## config.mk

```make
export PLATFORM = sky130hd
export DESIGN_NAME = clk_rst_sequencer
export DESIGN_NICKNAME = d
export VERILOG_FILES = /design/src/rtl/clk_rst_sequencer.sv
export SDC_FILE = /design/constraint.sdc
export NUM_CORES = 1
export LEC_CHECK = 0
export ABC_AREA = 0
export CORE_MARGIN = 2
export CORE_UTILIZATION = 30
export CTS_BUF_LIST = sky130_fd_sc_hd__clkbuf_4
export DETAILED_ROUTE_END_ITERATION = 16
export GPL_TIMING_DRIVEN = 0
export PLACE_DENSITY_LB_ADDON = 0.3
export SLEW_MARGIN = 20
export SYNTH_ARGS = -nofsm -noshare
export SYNTH_HDL_FRONTEND = slang
export SYNTH_SLANG_ARGS = --single-unit
```

## constraint.sdc

```tcl
create_clock -name clk -period 5.1 [get_ports clk]
set_clock_uncertainty 0.1 [all_clocks]
set_input_delay 0.51 -clock clk [delete_from_list [all_inputs] [get_ports clk]]
set_output_delay 0.51 -clock clk [all_outputs]
set_load 0.01 [all_outputs]
```

## src/rtl/clk_rst_sequencer.sv

```systemverilog
// MMCM reset/lock sequencer with ordered per-domain reset release and relock handling.
// Optional SPI x2 clock-select sequencing is enabled by defining SPI_CLK_SEL_SEQ_EN.
module clk_rst_sequencer #(
  parameter int NUM_DOM      = 4,
  parameter int MMCM_RST_CYC = 16,
  parameter int LOCK_STB_CYC = 1024,
  parameter int LOCK_TO_CYC  = 65535,
  parameter int REL_GAP_CYC  = 8,
  parameter int CNT_W        = 16
) (
  input  logic               clk,
  input  logic               rst_n,
  input  logic               mmcm_locked,
  output logic               mmcm_rst,
  output logic [NUM_DOM-1:0] dom_rst_n,
  output logic               clk_ready,
  output logic               lock_err,
  output logic [7:0]         relock_cnt,
  input  logic               spi_sel_req,
  input  logic               spi_busy,
  output logic               spi_clk_x2_sel,
  output logic               sel_done
);

  typedef enum logic [2:0] {
    MRST  = 3'd0,
    WLOCK = 3'd1,
    STAB  = 3'd2,
    REL   = 3'd3,
    RUN   = 3'd4
  } state_t;

  localparam logic [CNT_W-1:0]   RST_LAST = CNT_W'(MMCM_RST_CYC - 1);
  localparam logic [CNT_W-1:0]   STB_LAST = CNT_W'(LOCK_STB_CYC - 1);
  localparam logic [CNT_W-1:0]   TO_LAST  = CNT_W'(LOCK_TO_CYC - 1);
  localparam logic [CNT_W-1:0]   GAP_LAST = CNT_W'(REL_GAP_CYC - 1);
  localparam logic [NUM_DOM-1:0] DOM_ONE  = NUM_DOM'(1);

  state_t           state_r;
  logic [CNT_W-1:0] cnt_r;
  logic             lock_s1_r;
  logic             lock_r;

  // Two-flop synchroniser for the asynchronous MMCM lock indication.
  always_ff @(posedge clk or negedge rst_n) begin
    if (!rst_n) begin
      lock_s1_r <= 1'b0;
      lock_r    <= 1'b0;
    end else begin
      lock_s1_r <= mmcm_locked;
      lock_r    <= lock_s1_r;
    end
  end

  // Sequencing FSM; the shared counter is cleared on every state change.
  always_ff @(posedge clk or negedge rst_n) begin
    if (!rst_n) begin
      state_r    <= MRST;
      cnt_r      <= '0;
      mmcm_rst   <= 1'b1;
      dom_rst_n  <= '0;
      clk_ready  <= 1'b0;
      lock_err   <= 1'b0;
      relock_cnt <= 8'd0;
    end else begin
      case (state_r)
        MRST: begin
          mmcm_rst  <= 1'b1;
          dom_rst_n <= '0;
          clk_ready <= 1'b0;
          if (cnt_r == RST_LAST) begin
            state_r  <= WLOCK;
            cnt_r    <= '0;
            mmcm_rst <= 1'b0;
          end else begin
            cnt_r <= cnt_r + CNT_W'(1);
          end
        end
        WLOCK: begin
          if (lock_r) begin
            state_r <= STAB;
            cnt_r   <= '0;
          end else if (cnt_r == TO_LAST) begin
            lock_err <= 1'b1;
            mmcm_rst <= 1'b1;
            state_r  <= MRST;
            cnt_r    <= '0;
          end else begin
            cnt_r <= cnt_r + CNT_W'(1);
          end
        end
        STAB: begin
          if (!lock_r) begin
            state_r <= WLOCK;
            cnt_r   <= '0;
          end else if (cnt_r == STB_LAST) begin
            state_r   <= REL;
            cnt_r     <= '0;
            dom_rst_n <= DOM_ONE;
          end else begin
            cnt_r <= cnt_r + CNT_W'(1);
          end
        end
        REL, RUN: begin
          // A lock drop while releasing or running forces a full resequence.
          if (!lock_r) begin
            relock_cnt <= (relock_cnt == 8'hFF) ? 8'hFF : relock_cnt + 8'd1;
            dom_rst_n  <= '0;
            clk_ready  <= 1'b0;
            mmcm_rst   <= 1'b1;
            state_r    <= MRST;
            cnt_r      <= '0;
          end else if (state_r == RUN) begin
            clk_ready <= 1'b1;
          end else if (&dom_rst_n) begin
            state_r   <= RUN;
            cnt_r     <= '0;
            clk_ready <= 1'b1;
          end else if (cnt_r == GAP_LAST) begin
            dom_rst_n <= (dom_rst_n << 1'b1) | DOM_ONE;
            cnt_r     <= '0;
          end else begin
            cnt_r <= cnt_r + CNT_W'(1);
          end
        end
        default: begin
          state_r   <= MRST;
          cnt_r     <= '0;
          mmcm_rst  <= 1'b1;
          dom_rst_n <= '0;
          clk_ready <= 1'b0;
        end
      endcase
    end
  end

`ifdef SPI_CLK_SEL_SEQ_EN
  logic qual_r;

  // Select switches only in RUN, after two consecutive idle cycles with a differing request.
  always_ff @(posedge clk or negedge rst_n) begin
    if (!rst_n) begin
      spi_clk_x2_sel <= 1'b0;
      sel_done       <= 1'b0;
      qual_r         <= 1'b0;
    end else begin
      sel_done <= 1'b0;
      if ((state_r != RUN) || !lock_r) begin
        spi_clk_x2_sel <= 1'b0;
        qual_r         <= 1'b0;
      end else if ((spi_sel_req != spi_clk_x2_sel) && !spi_busy) begin
        if (qual_r) begin
          spi_clk_x2_sel <= spi_sel_req;
          sel_done       <= 1'b1;
          qual_r         <= 1'b0;
        end else begin
          qual_r <= 1'b1;
        end
      end else begin
        qual_r <= 1'b0;
      end
    end
  end
`else
  logic unused_spi;
  assign unused_spi     = ^{spi_sel_req, spi_busy};
  assign spi_clk_x2_sel = 1'b0;
  assign sel_done       = 1'b0;
`endif

endmodule
```

==> flow_summary.yaml, run 1 <==
setup_path:
  end_kind: "flop"
  critPathArrivalTime_ns: 2.61
  cp_max_fo: 10
  startpoint_type: "flop"
  worst-setup-path-type: "flop to flop"
  worst_ep_required_time_ns: 5.22
timing:
  max_slew_margin_pct: 36.7
  min_period_ns: 2.48
  tns_ns: 0
  setup_viol: 0
  fmax_mhz: 403
  period_share_pct: 48.6
  grt_setup_unrepaired: "false"
  worst_pin_slew_ns: 0.942
  final_max_slew_viol_count: 0
  hold_viol: 0
outcome:
  status: "complete, no violations"
global_route:
  grt_first_pass_wirelength_um: 8050
  use_met1_pct: 17.7
  grt_pass1_vias: 1706
  track_usage_pct: 12.9
  use_met3_pct: 2.83
  antenna_found_initial: 0
  grt_start_max_net_pins: 25
  busiest_layer: "met2"
  grt_remaining_overflow: 0
  use_met2_pct: 20.5
power_and_ir_drop:
  p_leak_nw: 1.12
  ir_worst_vdd_mv: 0.187
  power_density_mw_per_mm2: 365
finish:
  area_delta_synth_final_pct: 18.3
  nNetsFinal: 270
  final_area_sq_mm: 0.00260
  fillCellCount: 722
  stdcell_count: 361
  drive_gt1_share_pct: 12.6
  antennaDiodeCount: 0
clock_network:
  post-cts-setup-buffers: 0
  cts_sinks: 36
  cts_buffer_depth: 2
  cts_tree: "yes"
  cts_root_buf: "clkbuf_4"
  insertion_delay_ns: 0.35
  cts_resized: 0
  cts.clk_slew.worst_paths_ns: 0.12
  htree_num_levels: 2
  cts_buffers: 5
detailed_routing:
  viasPerCell: 5.02
  dr.pass1.iters: 4
  routed_wl_um: 4820
  antenna_left: 0
  drc: 0
  first_iter_violations: 86
  via_count: 1812
  detail_route.wl_per_cell_um: 13.4
logic_synthesis:
  synth_area_leaders: "dfrtp_1 (40%), nand2_1 (6.8%), o211ai_2 (4.5%)"
  syn_area_sq_mm: 0.00220
  yosys.area.top_type_share_pct: 39.8
  ys_warn_count: 0
  yosysTopAreaCell: "dfrtp_1"
  synth-edff-count: 0
  synth_top_cells_by_count: "nand2_1 (40), dfrtp_1 (35), nand3_1 (12)"
  yosysUniqueCellTypes: 47
  synthFlopType: "dfrtp_1"
  synthCells: 234
  yosysMostFrequentCell: "nand2_1"
  avgSynthCellArea_sq_um: 9.41
  yosys_register_bits: 36
  seq_area_frac_synth_pct: 41.0
  async_flop_share_pct: 100
floorplanning:
  dieArea_sq_mm: 0.00804
  initial_core_util_pct: 30.7
  core-area_sq_mm: 0.00718
  ios: 22
  num_rows: 31
  fp.dieW_um: 89.7
  die_y_um: 89.7
placed_design:
  placed_cell_area_sq_mm: 0.00251
  port-buffer-count: 17
  gp_congestion: 0.817
  dp_hpwl_um: 3520
  placed_cells_incl_taps: 352
run:
  maxCapViolations: 0
worst_hold_path:
  min_path_type: "flop to flop"
-- worst paths after layout --
kind / slack (ns) / endpoint / from / cells past startpoint
max: 2.62 / cnt_r[2] / cnt_r[4] / 7
min: 0.27 / lock_r / lock_s1_r / 0
max reg2reg: 2.62 / cnt_r[2] / cnt_r[4] / 7
min reg2reg: 0.27 / lock_r / lock_s1_r / 0
max in group asynchronous: 3.96 / cnt_r[3] / rst_n / 3
min in group asynchronous: 0.49 / dom_rst_n[1] / rst_n / 2
-- through the flow --
stage	util, %	setup WS [ns]	hold slack, ns	total power [mW]
global route	36.3	2.33	0.280	1.02
finish	36.3	2.62	0.266	0.951
CTS	36.3	2.59	0.270	0.961
floorplan	-	2.87	0.114	0.634
global placement	34.8	2.48	0.237	0.746
detailed placement	35.0	2.61	0.241	0.749
-- repair_timing --
action / in CTS / in global routing
hold endpoints to repair: 11 / 0
endpoints found under the setup margin: 0 / 0
hold buffers: 1 / 0
-- sequential cells by signal, summed over array words and instances, names as in the netlist, 3 cells and up --
| signal | cells |
|---|---|
| cnt_r | 16 |
| relock_cnt | 8 |
| dom_rst_n | 4 |
| state_r | 3 |
-- metal layers --
layer,up-vias,wire length (um),share of wire (%)
met5,-,0,0
met3,5,177,3.7
met2,27,2170,45
met4,0,40,0.83
li1,904,-,-
met1,876,2440,51
-- worst max-delay path: stages (launching register included) --
cell      delay [ns]
dfrtp_1         0.47
or4_1           0.62
nor4_2          0.37
nor3_1          0.15
o31ai_4         0.25
buf_6           0.18
nand3b_4        0.14
o311ai_4        0.08
-- report_power, final --
| part | internal [mW] | switching, mW |
|---|---|---|
| combinational | 0.168 | 0.203 |
| sequential | 0.323 | 0.0455 |
| clock | 0.108 | 0.103 |
| total | 0.599 | 0.352 |
-- kinds of logic after synthesis --
group | share of synthesized area [%]
adder cells (fa/ha/maj) | 2.27
AND/OR/NAND/NOR | 30.0
buffers and inverters | 4.15
XOR/XNOR | 2.79
flip-flops | 41.0
other | 0.170
multiplexers | 2.44
AO/OA/AOI/OAI | 17.2
-- layout by cell type (no fill, tap or decap), drive strengths merged, types with 2 or more instances in the layout --
cell type	synthesis	layout
a211o	2	2
a21o	2	2
a21oi	10	10
a22oi	3	3
a31oi	3	3
and2	2	2
and3	7	7
and4	6	6
buf	4	6
clkbuf	7	13
clkdlybuf4s50	0	16
conb	1	2
dfrtp	35	35
ha	4	4
inv	5	5
mux2	3	3
mux2i	2	2
nand2	40	40
nand3	12	12
nand3b	3	3
nand4	8	8
nor2	11	11
nor2b	6	6
nor3	4	4
nor4	2	2
o211ai	10	10
o21ai	11	11
or3	11	11
or4	4	4
xnor2	3	3
xor2	4	4
-- cell type report --
class	count	area, sq um	share of cell area (%)
multi-input combinational	183	1210	46.5
clock buffer	6	45.0	1.73
clock inverter	2	35.0	1.35
tap	99	124	4.76
timing repair buffer	19	195	7.50
inverter	5	18.8	0.721
buffer	11	72.6	2.79
sequential	36	902	34.6
No activity file was read; power rests on OpenSTA's default activity.
==> inputs of run 2 (changes only) <==
- clock period: 5.1 -> 2.2 ns (I/O delays scaled with it)
==> flow_summary.yaml, run 2 (synthesized netlist as in run 1, its figures left out) <==
setup_path:
  worst-setup-path-type: "flop to flop"
  worst_ep_required_time_ns: 2.35
  end_kind: "flop"
  cp_max_fo: 10
  critPathArrivalTime_ns: 2.58
  worst_path_max_delay_cell: "dfrtp_1"
  max_stage_delay_ns: 0.40
  crit_chain: "clkbuf_2, nand3b_1, a211o_1, o2bb2ai_4, o21ai_2, and2_4, buf_12, buf_4, o311ai_4"
  startpoint_type: "flop"
floorplanning:
  ios: 22
  core-area_sq_mm: 0.00718
  die_y_um: 89.7
  fp.dieW_um: 89.7
  initial_core_util_pct: 30.7
  dieArea_sq_mm: 0.00804
  num_rows: 31
placed_design:
  port-buffer-count: 17
  dp_hpwl_um: 3570
  placed_cell_area_sq_mm: 0.00252
  placed_cells_incl_taps: 352
  gp_congestion: 0.804
finish:
  final_util_pct: 40.7
  final_area_sq_mm: 0.00292
  largest_reg_flops: 16
  regMostFlops: "cnt_r"
  layout_commonest_cell: "nand2_1"
  area_delta_synth_final_pct: 32.6
  reg_top3: "cnt_r: 16 flops, relock_cnt: 8 flops, dom_rst_n: 4 flops"
  antennaDiodeCount: 0
  nNetsFinal: 285
  stdcell_count: 376
  fillCellCount: 742
  drive_gt1_share_pct: 29.6
  most-common-layout-cells: "nand2_1 (40), dfrtp_1 (30), clkdlybuf4s50_1 (16)"
clock_network:
  htree_num_levels: 2
  insertion_delay_ns: 0.34
  cts_root_buf: "clkbuf_4"
  cts_sinks: 36
  cts.clk_slew.worst_paths_ns: 0.11
  cts_buffer_depth: 2
  cts_tree: "yes"
  cts_buffers: 5
detailed_routing:
  detail_route.wl_per_cell_um: 14.4
  antenna_left: 0
  drc: 0
  viasPerCell: 5.13
  first_iter_violations: 68
  dr.pass1.iters: 4
  via_count: 1927
  routed_wl_um: 5400
timing:
  setup_viol: 19
  min_period_ns: 2.43
  period_share_pct: 110
  max_slew_margin_pct: 65.0
  worst_slack_ns: -0.227
  hold_viol: 0
  worst_pin_slew_ns: 0.522
  fmax_mhz: 412
  grt_setup_unrepaired: "true"
  final_max_slew_viol_count: 0
global_route:
  grt_pass1_vias: 1852
  grt_remaining_overflow: 0
  grt_start_max_net_pins: 23
  track_usage_pct: 14.5
  grt_first_pass_wirelength_um: 9030
  antenna_found_initial: 0
power_and_ir_drop:
  p_leak_nw: 1.23
  ir_worst_vdd_mv: 0.391
  power_density_mw_per_mm2: 885
worst_hold_path:
  min_path_type: "primary input to flop"
outcome:
  status: "finished, violations left"
  violations: "setup timing"
run:
  maxCapViolations: 0
[run 2: cell types whose count changed in the layout (fill, tap and decap cells not counted), sizes merged]
cell	delta
clkbuf	-1
buf	+16
[run 2: cell type report]
| type | count | area, sq um | area share, % |
|---|---|---|---|
| multi-input combinational | 183 | 1360 | 46.7 |
| sequential | 36 | 908 | 31.1 |
| timing repair buffer | 35 | 355 | 12.2 |
| tap | 99 | 124 | 4.25 |
| buffer | 10 | 70.1 | 2.40 |
| clock buffer | 6 | 45.0 | 1.54 |
| clock inverter | 2 | 35.0 | 1.20 |
| inverter | 5 | 18.8 | 0.643 |
[run 2: timing repair]
item                                   4_1_cts  5_1_grt
endpoints found under the hold margin       14        0
pin swaps                                   26        8
setup buffers                               15        0
hold buffers                                 1        0
cloned                                       2        0
setup endpoints to repair                   24       27
resized for setup                           32        9
[run 2: path summary, 6_finish.rpt]
kind	cells after the start	slack [ns]	to	startpoint
max	9	-0.23	cnt_r[2]	state_r[2]
min reg2reg	0	0.27	lock_r	lock_s1_r
max reg2reg	9	-0.23	cnt_r[2]	state_r[2]
min	1	0.20	lock_s1_r	mmcm_locked
min in group asynchronous	2	0.24	state_r[1]	rst_n
max in group asynchronous	3	1.30	cnt_r[5]	rst_n
[run 2: power breakdown]
part	internal (mW)	total [mW]	switching (mW)
clock network	0.251	0.477	0.226
logic	0.644	1.22	0.577
registers	0.750	0.886	0.136
total	1.64	2.58	0.940
[run 2: stage by stage]
step	setup slack, ns	hold slack, ns	setup TNS (ns)	power (mW)
after global placement	-0.282	0.237	-8.36	1.73
after floorplan	-0.0339	-0.176	-0.208	1.47
final	-0.227	0.204	-2.77	2.58
after detailed placement	-0.295	0.0765	-4.07	1.75
after global routing	-0.328	0.196	-4.78	2.76
after CTS	-0.248	0.192	-3.28	2.67
[run 2: critical path, delay by kind of cell (launching register included)]
family / cells / cell delay, ns
flip-flops: 1 / 0.40
AO/OA/AOI/OAI: 4 / 0.86
buffers and inverters: 3 / 0.48
AND/OR/NAND/NOR: 2 / 0.50
[run 2: per-layer routing]
layer / part of all wire, % / track usage (%) / wire length [um]
met5: 0 / 0 / 0
met4: 0.85 / 3.66 / 46
met3: 3.2 / 2.74 / 172
met2: 48 / 23.7 / 2610
met1: 48 / 20.0 / 2570
